File: src/rtl/inv_shift_rows_stream_if.sv
// Element stream bundle for the InvShiftRows unit: an input stream into the
// unit and an output stream out of it, each with valid/ready handshaking.
interface inv_shift_rows_stream_if #(
  parameter int DATA_W = 32
);
  logic [DATA_W-1:0] in_data;
  logic              in_valid;
  logic              in_ready;
  logic [DATA_W-1:0] out_data;
  logic              out_valid;
  logic              out_ready;

  // Producer/consumer side: drives input elements, sinks output elements
  modport master (
    output in_data, in_valid, out_ready,
    input  in_ready, out_data, out_valid
  );

  // Unit side
  modport slave (
    input  in_data, in_valid, out_ready,
    output in_ready, out_data, out_valid
  );
endinterface

File: src/rtl/inv_shift_rows_stream.sv
// Streaming AES InvShiftRows: 16 elements in (index order), stored in a
// ping-pong pair of buffers, 16 elements out in inverse-row-rotated order.
// Output element k = input element 4g + ((j - g) mod 4), g = k/4, j = k%4.
module inv_shift_rows_stream #(
  parameter int ADDR_W = 1,
  parameter int DATA_W = 32
) (
  input  logic                    clk,
  input  logic                    rst,
  input  logic                    run,
  inv_shift_rows_stream_if.slave  s,
  output logic [15:0]             block_count,
  output logic                    busy
);

  typedef logic [15:0][DATA_W-1:0] blk_t;

  // Control state
  typedef struct packed {
    logic [1:0]  full;
    logic        wsel;
    logic [3:0]  wcnt;
    logic        rsel;
    logic [3:0]  rcnt;
    logic [15:0] bcnt;
  } ctl_t;

  ctl_t          ctl_q, ctl_d;
  blk_t [1:0]    mem_q, mem_d;

  logic          clr;
  logic          wr_fire;
  logic          rd_fire;
  logic [1:0]    src_col;
  logic [3:0]    src_idx;

  // Soft clear and reset share one path; either drops any handshake in flight
  assign clr     = !rst || run;

  // Inverse rotation: group g reads from column (j - g) mod 4 of the same group
  assign src_col = ctl_q.rcnt[1:0] - ctl_q.rcnt[3:2];
  assign src_idx = {ctl_q.rcnt[3:2], src_col};

  // Stream outputs; in_ready held low during reset
  always_comb begin
    s.in_ready  = rst && !ctl_q.full[ctl_q.wsel];
    s.out_valid = ctl_q.full[ctl_q.rsel];
    s.out_data  = s.out_valid ? mem_q[ctl_q.rsel][src_idx] : '0;
    block_count = ctl_q.bcnt;
    busy        = ctl_q.full[0] || ctl_q.full[1] || (ctl_q.wcnt != 4'd0);
  end

  assign wr_fire = s.in_valid && s.in_ready && !clr;
  assign rd_fire = s.out_valid && s.out_ready && !clr;

  // Next control state: write and read sides update their own buffer flag
  always_comb begin
    ctl_d = ctl_q;
    if (wr_fire) begin
      ctl_d.wcnt = ctl_q.wcnt + 4'd1;
      if (ctl_q.wcnt == 4'd15) begin
        ctl_d.full[ctl_q.wsel] = 1'b1;
        ctl_d.wsel             = !ctl_q.wsel;
      end
    end
    if (rd_fire) begin
      ctl_d.rcnt = ctl_q.rcnt + 4'd1;
      if (ctl_q.rcnt == 4'd15) begin
        ctl_d.full[ctl_q.rsel] = 1'b0;
        ctl_d.rsel             = !ctl_q.rsel;
        ctl_d.bcnt             = ctl_q.bcnt + 16'd1;
      end
    end
    if (clr) ctl_d = '0;
  end

  // Next buffer contents: one element written per accepted input
  always_comb begin
    mem_d = mem_q;
    if (wr_fire) mem_d[ctl_q.wsel][ctl_q.wcnt] = s.in_data;
  end

  // Control registers with synchronous active-low reset
  always_ff @(posedge clk) begin
    if (!rst) ctl_q <= '0;
    else      ctl_q <= ctl_d;
  end

  // Buffer storage is never cleared; stale data is gated by the full flags
  always_ff @(posedge clk) begin
    mem_q <= mem_d;
  end

endmodule

File: src/flat_wrapper.sv
// flat-port wrapper written by rule: the top's interface ports become plain ports
module inv_shift_rows_stream_flat 
#(
  parameter int ADDR_W = 1,
  parameter int DATA_W = 32
)
  (clk, rst, run, block_count, busy, s_in_data, s_in_valid, s_out_ready, s_in_ready, s_out_data, s_out_valid);
  inv_shift_rows_stream_if #(.DATA_W(DATA_W)) s_i ();
  input  logic clk;
  input  logic rst;
  input  logic run;
  output logic [15:0] block_count;
  output logic busy;
  input wire logic [$bits(s_i.in_data)-1:0] s_in_data;
  input wire logic [$bits(s_i.in_valid)-1:0] s_in_valid;
  input wire logic [$bits(s_i.out_ready)-1:0] s_out_ready;
  output wire logic [$bits(s_i.in_ready)-1:0] s_in_ready;
  output wire logic [$bits(s_i.out_data)-1:0] s_out_data;
  output wire logic [$bits(s_i.out_valid)-1:0] s_out_valid;
  assign s_i.in_data = s_in_data;
  assign s_i.in_valid = s_in_valid;
  assign s_i.out_ready = s_out_ready;
  assign s_in_ready = s_i.in_ready;
  assign s_out_data = s_i.out_data;
  assign s_out_valid = s_i.out_valid;
  inv_shift_rows_stream #(.ADDR_W(ADDR_W), .DATA_W(DATA_W)) u_core (.clk(clk), .rst(rst), .run(run), .s(s_i), .block_count(block_count), .busy(busy));
endmodule
File: config.mk
export PLATFORM = sky130hd
export DESIGN_NAME = inv_shift_rows_stream_flat
export DESIGN_NICKNAME = d
export VERILOG_FILES = /design/src/rtl/inv_shift_rows_stream_if.sv /design/src/rtl/inv_shift_rows_stream.sv /design/src/flat_wrapper.sv
export SDC_FILE = /design/constraint.sdc
export NUM_CORES = 1
export LEC_CHECK = 0
export BUFFER_PORTS_ARGS = -buffer_cell sky130_fd_sc_hd__buf_2
export CAP_MARGIN = 20
export CORE_ASPECT_RATIO = 2
export CORE_MARGIN = 2
export CORE_UTILIZATION = 31
export CTS_CLUSTER_SIZE = 14
export DETAILED_ROUTE_END_ITERATION = 7
export PLACE_DENSITY = 0.43
export SYNTH_ARGS = -nofsm -noshare
export SYNTH_HDL_FRONTEND = slang
export SYNTH_SLANG_ARGS = --single-unit
File: constraint.sdc
create_clock -name clk -period 5.5 [get_ports clk]
set_clock_uncertainty 0.15 [all_clocks]
set_input_delay 0.825 -clock clk [delete_from_list [all_inputs] [get_ports clk]]
set_output_delay 0.825 -clock clk [all_outputs]
set_load 0.02 [all_outputs]
* Yosys cells after proc, flatten, opt, wreduce, memory -nomap -nowiden
Index checks and enable logic that the tools add are counted.
** Storage, ports and cells
- Input port bits :: 37
- Output and inout bits :: 51
- Bits in registers :: 1052
- Word-level logic and storage cells :: 97
** Operators by class
- $lt $le $gt $ge :: 7
- Reduce and logical (&&, ||, !) cells :: 20
- Bitwise gates (word level) :: 4
- Multiplexer cells :: 22
- Equality and inequality tests :: 2
- Add/subtract/negate cells :: 4
** Operator list (count)
- $mux W512 :: 3
- $bwmux W1024 :: 1
- $demux W512 S1 :: 1
- $bmux W32 S4 :: 1
- $demux W32 S4 :: 1
- $mux W32 :: 3
- $add A16 B1 Y16 const B :: 1
- $lt A4 B5 Y1 const B :: 2
- $add A4 B1 Y4 const B :: 2
- $eq A4 B4 Y1 const B :: 2
- $logic_and A1 B1 Y1 :: 8
- $mux W7 :: 1
- $mux W1 :: 6
- $logic_not A1 Y1 :: 5
- $ge A4 B1 Y1 const B :: 1
- $lt A1 B2 Y1 const B :: 2
- $mux W2 :: 2
- $reduce_and A2 Y1 :: 2
- $reduce_bool A4 Y1 :: 1
- $logic_or A1 B1 Y1 :: 3
- $mux W3 :: 1
- $and A2 B2 Y2 :: 1
- $demux W1 S1 :: 2
- $ge A1 B1 Y1 const B :: 2
- other kinds (5) :: 5

* Logic depth before layout (Yosys ltp)
Gate-level depths: netlist of run 1.
- Depth in word-level cells :: 10
- Mapped depth :: 10
- Mapped depth without buffers :: 7

* Worst setup path after synthesis of run 1
Ideal clock, no wire load.
- Path kind :: input to register
- Start point :: input run
- End point :: register u_core.ctl_q[26] (netlist bit)
- Data required time :: 5.278 ns
- Data arrival time :: 4.968 ns
- Buffers on the path :: 1
- Library setup time :: 0.072 ns
- Slack :: 0.310 ns
- Stages :: 4
- Cells stage by stage :: nand2b_1 > clkbuf_1 > nor4_1 > o221a_2
** Between the ends
- Longest elaborated chain between the ends :: 7
- Elaborated cells between the ends (all ways) :: 9
** Ends and longest elaborated chain
- from (decl) :: RTL line flat_wrapper.sv:11 : input logic run;
- $logic_or A1 B1 Y1 * :: RTL line inv_shift_rows_stream.sv:38 : assign clr = !rst || run;
- $logic_not A1 Y1 :: RTL line inv_shift_rows_stream.sv:53, inv_shift_rows_stream.sv:54
- $logic_and A1 B1 Y1 :: RTL line inv_shift_rows_stream.sv:53 : assign wr_fire = s.in_valid && s.in_ready && !clr;
- $mux W7 :: RTL line inv_shift_rows_stream.sv:59 : if (wr_fire) begin
- $and A2 B2 Y2 (no line)
- $mux W2 :: RTL line inv_shift_rows_stream.sv:68 : if (ctl_q.rcnt == 4'd15) begin
- $mux W2 :: RTL line inv_shift_rows_stream.sv:66 : if (rd_fire) begin
- to (signal assigned) :: RTL line inv_shift_rows_stream.sv:86 : else ctl_q <= ctl_d;
- to (decl) :: RTL line inv_shift_rows_stream.sv:28 : ctl_t ctl_q, ctl_d;
Mark *: on every way between the ends. The rest lies on a longest branch, timed or not.
A chain may end at the register's enable or synchronous reset.

* Final worst setup path of run 1
- Start point :: register u_core.ctl_q[16] (netlist bit)
- End point :: output s_out_data[22]
** Between the ends
- Longest elaborated chain between the ends :: 4
** Ends and longest elaborated chain
- $sub A2 B2 Y2 :: RTL line inv_shift_rows_stream.sv:41 : assign src_col = ctl_q.rcnt[1:0] - ctl_q.rcnt[3:2];
- $bmux W32 S4 :: RTL line inv_shift_rows_stream.sv:48 : s.out_data = s.out_valid ? mem_q[ctl_q.rsel][src_idx] : '0;
- $mux W32 (implied by the code) :: RTL line inv_shift_rows_stream.sv:48
- $mux W32 :: RTL line inv_shift_rows_stream.sv:48
- to (decl) :: RTL line flat_wrapper.sv:18 : output wire logic [$bits(s_i.out_data)-1:0] s_out_data;
Every way passes these cells. The select of a mux whose other input is x is not followed.

==> results of run 1 <==
-- layer usage --
metal | GRT usage | vias up
met5 | 0 | -
met4 | 0.0535 | 8
met3 | 0.0255 | 157
met2 | 0.349 | 378
met1 | 0.191 | 10500
li1 | - | 7931
-- layout make-up --
type | count | area share
Multi-Input combinational cell | 676 | 0.192
Clock buffer | 119 | 0.0533
Clock inverter | 35 | 0.00622
Sequential cell | 1052 | 0.676
Tap cell | 1701 | 0.0460
Inverter | 9 | 0.000730
Timing Repair Buffer | 159 | 0.0257
Antenna cell | 2 | 0.000108
-- worst max-delay path, cell delays in order, from the launching register on --
cell     delay [ns]
dfxtp_1        0.39
inv_1          0.10
ha_4           0.60
buf_12         0.41
mux4_2         0.43
mux4_2         0.55
o211a_1        0.24
buf_2          0.16
-- through the flow --
stage | hold WS [ns] | power, W
global route | 0.361 | 0.0156
finish | 0.359 | 0.0152
detailed placement | 0.347 | 0.00913
global placement | 0.324 | 0.00912
CTS | 0.310 | 0.0154
floorplan | 0.313 | 0.00900
-- cells by family after synthesis --
family | synth area share
adders and majority gates | 0.00216
muxes | 0.161
and+or+nand+nor | 0.0295
AOI/OAI and AO/OA | 0.0148
xor gates and xnor gates | 0.00476
buffers and inverters | 0.0141
DFF | 0.774
-- Yosys cell counts (2+ instances only) --
master | number | area [sq um]
edfxtp_1 | 1024 | 30700
mux4_2 | 288 | 6490
nand2_1 | 152 | 571
nor2_1 | 56 | 210
clkbuf_1 | 54 | 203
nand3_1 | 36 | 180
a31oi_1 | 32 | 200
buf_2 | 32 | 160
o211a_1 | 32 | 320
dfxtp_1 | 28 | 561
buf_4 | 18 | 135
xnor2_1 | 13 | 114
buf_1 | 10 | 37.5
xor2_1 | 9 | 78.8
ha_1 | 7 | 87.6
inv_1 | 7 | 26.3
nand4_1 | 7 | 43.8
a21oi_1 | 6 | 30.0
nor4_1 | 6 | 37.5
nor3_1 | 5 | 25.0
and3_1 | 4 | 25.0
nand2b_1 | 3 | 18.8
o21ai_0 | 3 | 15.0
or3_1 | 3 | 18.8
inv_2 | 2 | 7.51
o21a_1 | 2 | 15.0
or2_2 | 2 | 12.5
-- registers in the layout (all words and copies together) (netlist names) --
| signal | cells |
|---|---|
| u_core.ctl_q | 12 |
| u_core.mem_q | 1024 |
| u_core.block_count | 16 |
-- worst paths after layout --
path                                               end  cells past startpoint  slack [ns]                    from
worst max register to register       u_core.mem_q[723]                      5        1.97        u_core.ctl_q[25]
worst max-delay path                    s_out_data[22]                      7        0.82        u_core.ctl_q[16]
worst min-delay path                  u_core.ctl_q[25]                      3        0.36                     run
worst min register to register  u_core.block_count[15]                      2        0.36  u_core.block_count[15]
-- report_power, final --
group          leakage, nW  switching [W]  internal [W]
Clock                 1.34        0.00289       0.00334
Combinational         3.77       0.000134     0.0000236
Sequential            9.43     0.00000237       0.00879
==> reports/metrics.cfg, run 1 <==
[outcome]
status=completed

[timing]
finalCritPeriodShare=0.851
max_freq_mhz=214
tightest_slew_ns=1.03
hold_viol=0
setup-tns-final_ns=0
finalCriticalPeriod_ns=4.68
rsz0062_at_grt=false
setup_violations=0
slew_viol_final=0
fin_ws_ns=0.820
relSlewSlack=0.298

[detailed_routing]
first_pass_iters=5
topRoutingLayerUsed=met5
wl_met1_mm=42.1
wl_per_cell_um=31.1
drtIter0Drc=1407
vias_per_cell=5.06
vias=19000
finalWirelength_mm=117
wl_met2_mm=68.0
ant_nets=0
drc_errors=0
dr_wl_met3_mm=3.67

[placed_design]
post-dp-hpwl_mm=65.2
gp_congestion=0.722
detailed_place.area_sq_mm=0.0435
placed_cells=3597
port_buffers=87
dpl_worst_slack_ns=1.51

[synthesis]
yosysUniqueCellTypes=37
synthArstFlopShare=0
syn_area_per_cell_sq_um=21.9
ys_dominant_reg_cell=edfxtp_1
synthesis.area_sq_mm=0.0405
syn_inst=1851
syn_nets=1895
synth-seq-cells=1052
seq_area_frac_synth=0.774
yosysWarnings=0
synth-edff-count=1024

[setup_path]
startpoint_type=flip-flop
cp.required_ns=4.53
critPathArrivalTime_ns=3.71
end_kind=output port
crit_type=reg -> out
crit_path_max_fanout=62

[pwr]
p_leak_nw=14.5
p_per_area_mw_per_mm2=328
ir_worst_vdd_v=0.000225

[die]
ios=88
die-area_sq_mm=0.134
floorplan.initialDensity=0.312
die_w_um=259
core_area_sq_mm=0.130
fp-row-count=187
fp.dieH_um=515

[clock_tree]
htree_levels=3
cts-root-buf=clkbuf_16
postCtsSetupBuffers=0
cts_sinks=1052
clk_path_buf_depth=3
cts_tree=built
worstSkewPairLatency_ns=0.69
postCtsHoldBufs=0
cts_buffers=92
clk_pin_slew_ns=0.07
post_cts_resized=0

[cells_and_area]
regArea_sq_mm=0.0313
multi_input_area_sq_mm=0.00887
mostFrequentLayoutCell=edfxtp_1
final_core_util=0.357
layout.nets=2034
syn_to_final_growth_pct=14.4
fill_cells=12000
fin_area_sq_mm=0.0463
drive_gt1_frac=0.298
fin_cells=3753
final_cell_mix=edfxtp_1, mux4_2, nand2_1, clkbuf_16, buf_2

[grt]
grt-ovfl-total=0
antenna_found_initial=8
grt_max_degree=69
track_usage=0.177
grt_pass1_wl_mm=163
grt_pass1_vias=20700

[flow_run]
drv_cap=0

[hold_path]
hold_class=in -> reg

(Power assumes the default switching activity.)
==> run 2, diff against run 1 <==
--- a/config.mk
+++ b/config.mk
@@ -12,7 +12,8 @@
 export CORE_UTILIZATION = 31
 export CTS_CLUSTER_SIZE = 14
 export DETAILED_ROUTE_END_ITERATION = 7
-export PLACE_DENSITY = 0.43
+export GPL_TIMING_DRIVEN = 0
+export PLACE_DENSITY = 0.45
 export SYNTH_ARGS = -nofsm -noshare
 export SYNTH_HDL_FRONTEND = slang
 export SYNTH_SLANG_ARGS = --single-unit
==> constraint.sdc (replaced) <==
create_clock -name clk -period 4 [get_ports clk]
set_clock_uncertainty 0.15 [all_clocks]
set_input_delay 0.6 -clock clk [delete_from_list [all_inputs] [get_ports clk]]
set_output_delay 0.6 -clock clk [all_outputs]
set_load 0.02 [all_outputs]
==> run 2 against run 1 <==
Compared with the run above:
- sequential share of layout area fell by 2.7 points
- routed wire length fell by 2.5%
- critical path depth rose by 1
- largest cell class unchanged
- largest power group unchanged
- highest routed layer unchanged
==> reports/metrics.cfg, run 2 (synthesis gave the netlist of run 1 again) <==
[outcome]
status=completed

[die]
die-area_sq_mm=0.134  ; unchanged
fp-row-count=187  ; unchanged
ios=88  ; unchanged
floorplan.initialDensity=0.312  ; unchanged
fp.dieH_um=515  ; unchanged
die_w_um=259  ; unchanged
core_area_sq_mm=0.130  ; unchanged

[grt]
grt-ovfl-total=0  ; unchanged
grt_max_degree=33  ; -52%
grt_pass1_wl_mm=160  ; -1.5%
grt_pass1_vias=21500  ; +3.5%
antenna_found_initial=5  ; -3
track_usage=0.173  ; -0.00373

[clock_tree]
cts-root-buf=clkbuf_16
postCtsHoldBufs=0  ; unchanged
cts_buffers=92  ; unchanged
cts_sinks=1052  ; unchanged
worstSkewPairLatency_ns=0.69  ; about the same
clk_path_buf_depth=3  ; unchanged
htree_levels=3  ; unchanged
clk_pin_slew_ns=0.07  ; about the same
cts_tree=built

[cells_and_area]
regMostFlops=u_core.mem_q
syn_to_final_growth_pct=19.2
layout.nets=2145  ; +5.5%
mostFrequentLayoutCell=edfxtp_1
fin_area_sq_mm=0.0482  ; +4.2%
final_cell_mix=edfxtp_1, mux4_2, nand2_1, clkbuf_16, buf_2
largest_register_ffs=1024  ; unchanged
drive_gt1_frac=0.335  ; +0.0374
fin_cells=3870  ; +3.1%

[detailed_routing]
wl_per_cell_um=29.5  ; -5.4%
vias=19100  ; +0.72%
ant_nets=0  ; unchanged
first_pass_iters=5  ; unchanged
vias_per_cell=4.95  ; -2.3%
finalWirelength_mm=114  ; -2.5%
drc_errors=0  ; unchanged
drtIter0Drc=1389  ; -1.3%

[setup_path]
crit_buf_inv=4  ; +1
cp.required_ns=3.25  ; -1.28 ns
startpoint_type=flip-flop
crit_family=multiplexers
crit_path_max_fanout=7  ; -89%
crit_type=reg -> out
end_kind=output port
crit_chain=inv_2 -> ha_4 -> clkbuf_16 -> clkbuf_16 -> mux4_2 -> mux4_2 -> o211a_1 -> buf_6
cp_slowest_cell=mux4_2
critPathArrivalTime_ns=3.21  ; -0.50 ns
crit_path_max_incr_delay_ns=0.57  ; -0.03 ns

[timing]
tightest_slew_ns=1.03  ; +0.000449 ns
setup_violations=0  ; unchanged
slew_viol_final=0  ; unchanged
setup-tns-final_ns=0  ; unchanged
rsz0062_at_grt=true
finalCriticalPeriod_ns=3.96
finalCritPeriodShare=0.990
relSlewSlack=0.313  ; +0.0144
hold_viol=0  ; unchanged
max_freq_mhz=253

[pwr]
p_leak_nw=15.3  ; +4.9%
p_per_area_mw_per_mm2=431  ; +31%
ir_worst_vdd_v=0.000316  ; +41%
p_total_w=0.0208  ; +37%

[flow_run]
drv_cap=0  ; unchanged

[placed_design]
gp_congestion=0.774  ; +7.1%
post-dp-hpwl_mm=82.5  ; +27%
port_buffers=87  ; unchanged
detailed_place.area_sq_mm=0.0443  ; +1.8%
placed_cells=3694  ; +2.7%

[hold_path]
hold_class=in -> reg

==> run 2: path summary, 6_finish.rpt <==
kind	start	cells past startpoint	end	slack, ns
min reg2reg	u_core.block_count[15]	2	u_core.block_count[15]	0.36
min	run	3	u_core.ctl_q[25]	0.14
max	u_core.ctl_q[16]	8	s_out_data[31]	0.04
max reg2reg	u_core.ctl_q[25]	5	u_core.mem_q[561]	0.59
==> run 2: area by class of cell <==
cell class,instances,area [sq um]
well taps,1701,2130
plain buffers,114,1220
diodes,2,5.00
flip-flops and latches,1052,31300
multi-input cells,676,9080
clock buffers,121,2490
inverters,9,37.5
repair buffers,156,1710
clock inverters,39,248
fillers,11900,81400
==> run 2: metrics by stage <==
stage	utilization	hold slack (ns)	setup slack, ns
3_5_place_dp	0.342	0.350	-0.917
3_3_place_gp	0.332	0.339	-2.86
4_1_cts	0.371	0.0671	-0.0101
5_1_grt	0.372	0.111	-0.0155
2_1_floorplan	-	0.313	0.504
6_report	0.372	0.136	0.0415
==> run 2: what timing repair did <==
action,4_1_cts,5_1_grt
resized for setup,253,27
buffers inserted,9,1
cloned,4,0
pin swaps,5,3
setup endpoints to repair,32,23
==> run 2: per-layer routing <==
layer	routed length, um	global-route usage
met1	37000	0.169
met2	70100	0.362
met3	3760	0.0230
met4	3100	0.0557
met5	13	0
==> run 2: worst register-to-register path: cells and delay by family, from the launching register on <==
family	cells	cell delay [ns]
flip-flops	1	0.44
AND/OR/NAND/NOR	3	2.03
buffers and inverters	2	0.41
==> run 2: where the power goes <==
group	internal, W	leakage [nW]	switching [W]
Clock	0.00450	1.34	0.00397
Combinational	0.0000332	4.49	0.000186
Sequential	0.0121	9.43	0.00000325
==> run 3, diff against run 2 <==
--- a/config.mk
+++ b/config.mk
@@ -5,11 +5,12 @@
 export SDC_FILE = /design/constraint.sdc
 export NUM_CORES = 1
 export LEC_CHECK = 0
-export BUFFER_PORTS_ARGS = -buffer_cell sky130_fd_sc_hd__buf_2
+export BUFFER_PORTS_ARGS = -buffer_cell sky130_fd_sc_hd__buf_4
 export CAP_MARGIN = 20
 export CORE_ASPECT_RATIO = 2
 export CORE_MARGIN = 2
 export CORE_UTILIZATION = 31
+export CTS_BUF_LIST = sky130_fd_sc_hd__clkbuf_8
 export CTS_CLUSTER_SIZE = 14
 export DETAILED_ROUTE_END_ITERATION = 7
 export GPL_TIMING_DRIVEN = 0
==> run 3 against run 2 <==
Compared with the run above:
- the run now ends with setup timing left
- non-clock buffer count grew 36
- global-route usage grew 0.16 points
- count of clock-buffer cells in the layout grew 31
- largest power group unchanged
- clock power shrank 8.4%
- core utilization grew 0.47 points
- sequential power is essentially flat
- critical path depth grew 1
==> reports/metrics.cfg, run 3 (synthesis gave the netlist of run 1 again) <==
[grt]
track_usage=0.175  ; +0.00164
grt_max_degree=33  ; unchanged
antenna_found_initial=1  ; -4
grt_pass1_vias=21900  ; +1.8%
grt_pass1_wl_mm=161  ; +0.73%
grt-ovfl-total=0  ; unchanged

[die]
floorplan.initialDensity=0.312  ; unchanged
ios=88  ; unchanged
die_w_um=259  ; unchanged
die-area_sq_mm=0.134  ; unchanged
core_area_sq_mm=0.130  ; unchanged
fp.dieH_um=515  ; unchanged
fp-row-count=187  ; unchanged

[cells_and_area]
final_cell_mix=edfxtp_1, mux4_2, clkbuf_8, nand2_1, buf_4
multi_input_area_sq_mm=0.00908  ; unchanged
drive_gt1_frac=0.347  ; +0.0112
regMostFlops=u_core.mem_q
fin_area_sq_mm=0.0488  ; +1.3%
syn_to_final_growth_pct=20.7
mostFrequentLayoutCell=edfxtp_1
fill_cells=11900  ; +0.13%
regArea_sq_mm=0.0313  ; unchanged
layout.nets=2235  ; +4.2%
largest_register_ffs=1024  ; unchanged

[flow_run]
drv_cap=0  ; unchanged

[detailed_routing]
wl_per_cell_um=29.0  ; -1.5%
ant_nets=0  ; unchanged
first_pass_iters=6  ; +1
vias_per_cell=4.89  ; -1.2%
drtIter0Drc=1314  ; -5.4%
drc_errors=0  ; unchanged
vias=19600  ; +2.2%
finalWirelength_mm=116  ; +2.0%

[placed_design]
dpl_worst_slack_ns=-0.996  ; -0.0796 ns
post-dp-hpwl_mm=83.2  ; +0.88%
port_buffers=87  ; unchanged
detailed_place.area_sq_mm=0.0446  ; +0.67%
gp_congestion=0.768  ; -0.70%

[setup_path]
startpoint_type=flip-flop
crit_type=reg -> out
end_kind=output port
r2r_slack_ns=0.72  ; +0.13 ns
cp.required_ns=3.25  ; about the same
critPathArrivalTime_ns=3.35  ; +0.14 ns
crit_path_max_fanout=5  ; -2

[timing]
setup-tns-final_ns=-0.803  ; -0.803 ns
max_freq_mhz=244  ; -3.5%
finalCriticalPeriod_ns=4.10  ; +0.145 ns
hold-worst-slack_ns=0.0869  ; -0.0493 ns
hold_viol=0  ; unchanged
fin_ws_ns=-0.104  ; -0.145 ns
relSlewSlack=0.296  ; -0.0168
setup_violations=22  ; +22
slew_viol_final=0  ; unchanged
rsz0062_at_grt=true
tightest_slew_ns=1.06  ; +0.0252 ns
finalCritPeriodShare=1.03  ; +0.0363

[clock_tree]
htree_levels=4  ; +1
cts_sinks=1052  ; unchanged
clk_path_buf_depth=3  ; unchanged
worstSkewPairLatency_ns=0.79  ; +0.10 ns
clk_pin_slew_ns=0.07  ; about the same
cts_buffers=146  ; +59%
cts-root-buf=clkbuf_8
cts_tree=built

[outcome]
status=finished, violations left
violations=setup timing

[hold_path]
hold_class=in -> reg

[pwr]
ir_worst_vdd_v=0.000297  ; -5.9%
p_per_area_mw_per_mm2=412  ; -4.5%
p_leak_nw=15.7  ; +3.0%
p_total_w=0.0201  ; -3.3%

## run 3: cell count changes in the layout (fill, tap and decap cells not counted), sizes merged
| cell | delta |
|---|---|
| clkinv | +16 |
| bufinv | +1 |
| diode | -1 |
| buf | +14 |
| inv | +48 |
| clkinvlp | +3 |
| dlygate4sd3 | +24 |
| clkbuf | +29 |
## run 3: critical path, cell delays in order, from the launching register on
cell       delay (ns)
dfxtp_2          0.34
inv_2            0.05
ha_4             0.35
clkbuf_16        0.20
clkbuf_16        0.16
buf_12           0.14
mux4_2           0.34
mux4_2           0.53
o211a_4          0.29
buf_6            0.14
## run 3: repair_timing
item,in CTS,in global routing
pin swaps,6,3
buffers inserted,11,3
gates cloned,3,5
endpoints found under the hold margin,600,0
resized for setup,269,36
hold buffers,24,0
endpoints found under the setup margin,32,32
## run 3: power by group
part           leakage, nW  total (W)  internal, W  switching [W]
clock                 1.51    0.00777      0.00371        0.00406
sequential            9.43     0.0121       0.0121     0.00000338
combinational         4.77   0.000249    0.0000603       0.000189
total                 15.7     0.0201       0.0159        0.00425
## run 3: path summary, 6_finish.rpt
check | from | to | depth (start not counted)
worst min-delay path | s_in_data[19] | u_core.mem_q[51] | 1
worst max-delay path | u_core.ctl_q[16] | s_out_data[2] | 9
worst min register to register | u_core.block_count[1] | u_core.block_count[1] | 2
worst max register to register | u_core.ctl_q[25] | u_core.mem_q[560] | 5
## run 3: final cells by class
cell class	count	share of cell area
Sequential cell	1052	0.641
Multi-Input combinational cell	676	0.186
Timing Repair Buffer	192	0.0485
Tap cell	1701	0.0436
Clock buffer	152	0.0428
Buffer	114	0.0267
Clock inverter	107	0.0106
Inverter	9	0.000768
Antenna cell	1	0.0000512
## run 3: per-layer routing
metal	global-route usage	share of wire	wire length (um)	up-vias
met2	0.367	0.62	71500	438
met4	0.0589	0.034	3930	0
met1	0.167	0.32	37400	10600
met3	0.0233	0.030	3440	178
li1	-	-	-	8382
met5	0	0	0	-
## run 3: per-stage QoR
stage,instances,util
after floorplan,1851,-
after global placement,3639,0.334
after detailed placement,3699,0.344
after CTS,3996,0.375
after global routing,4004,0.377
final,4004,0.377
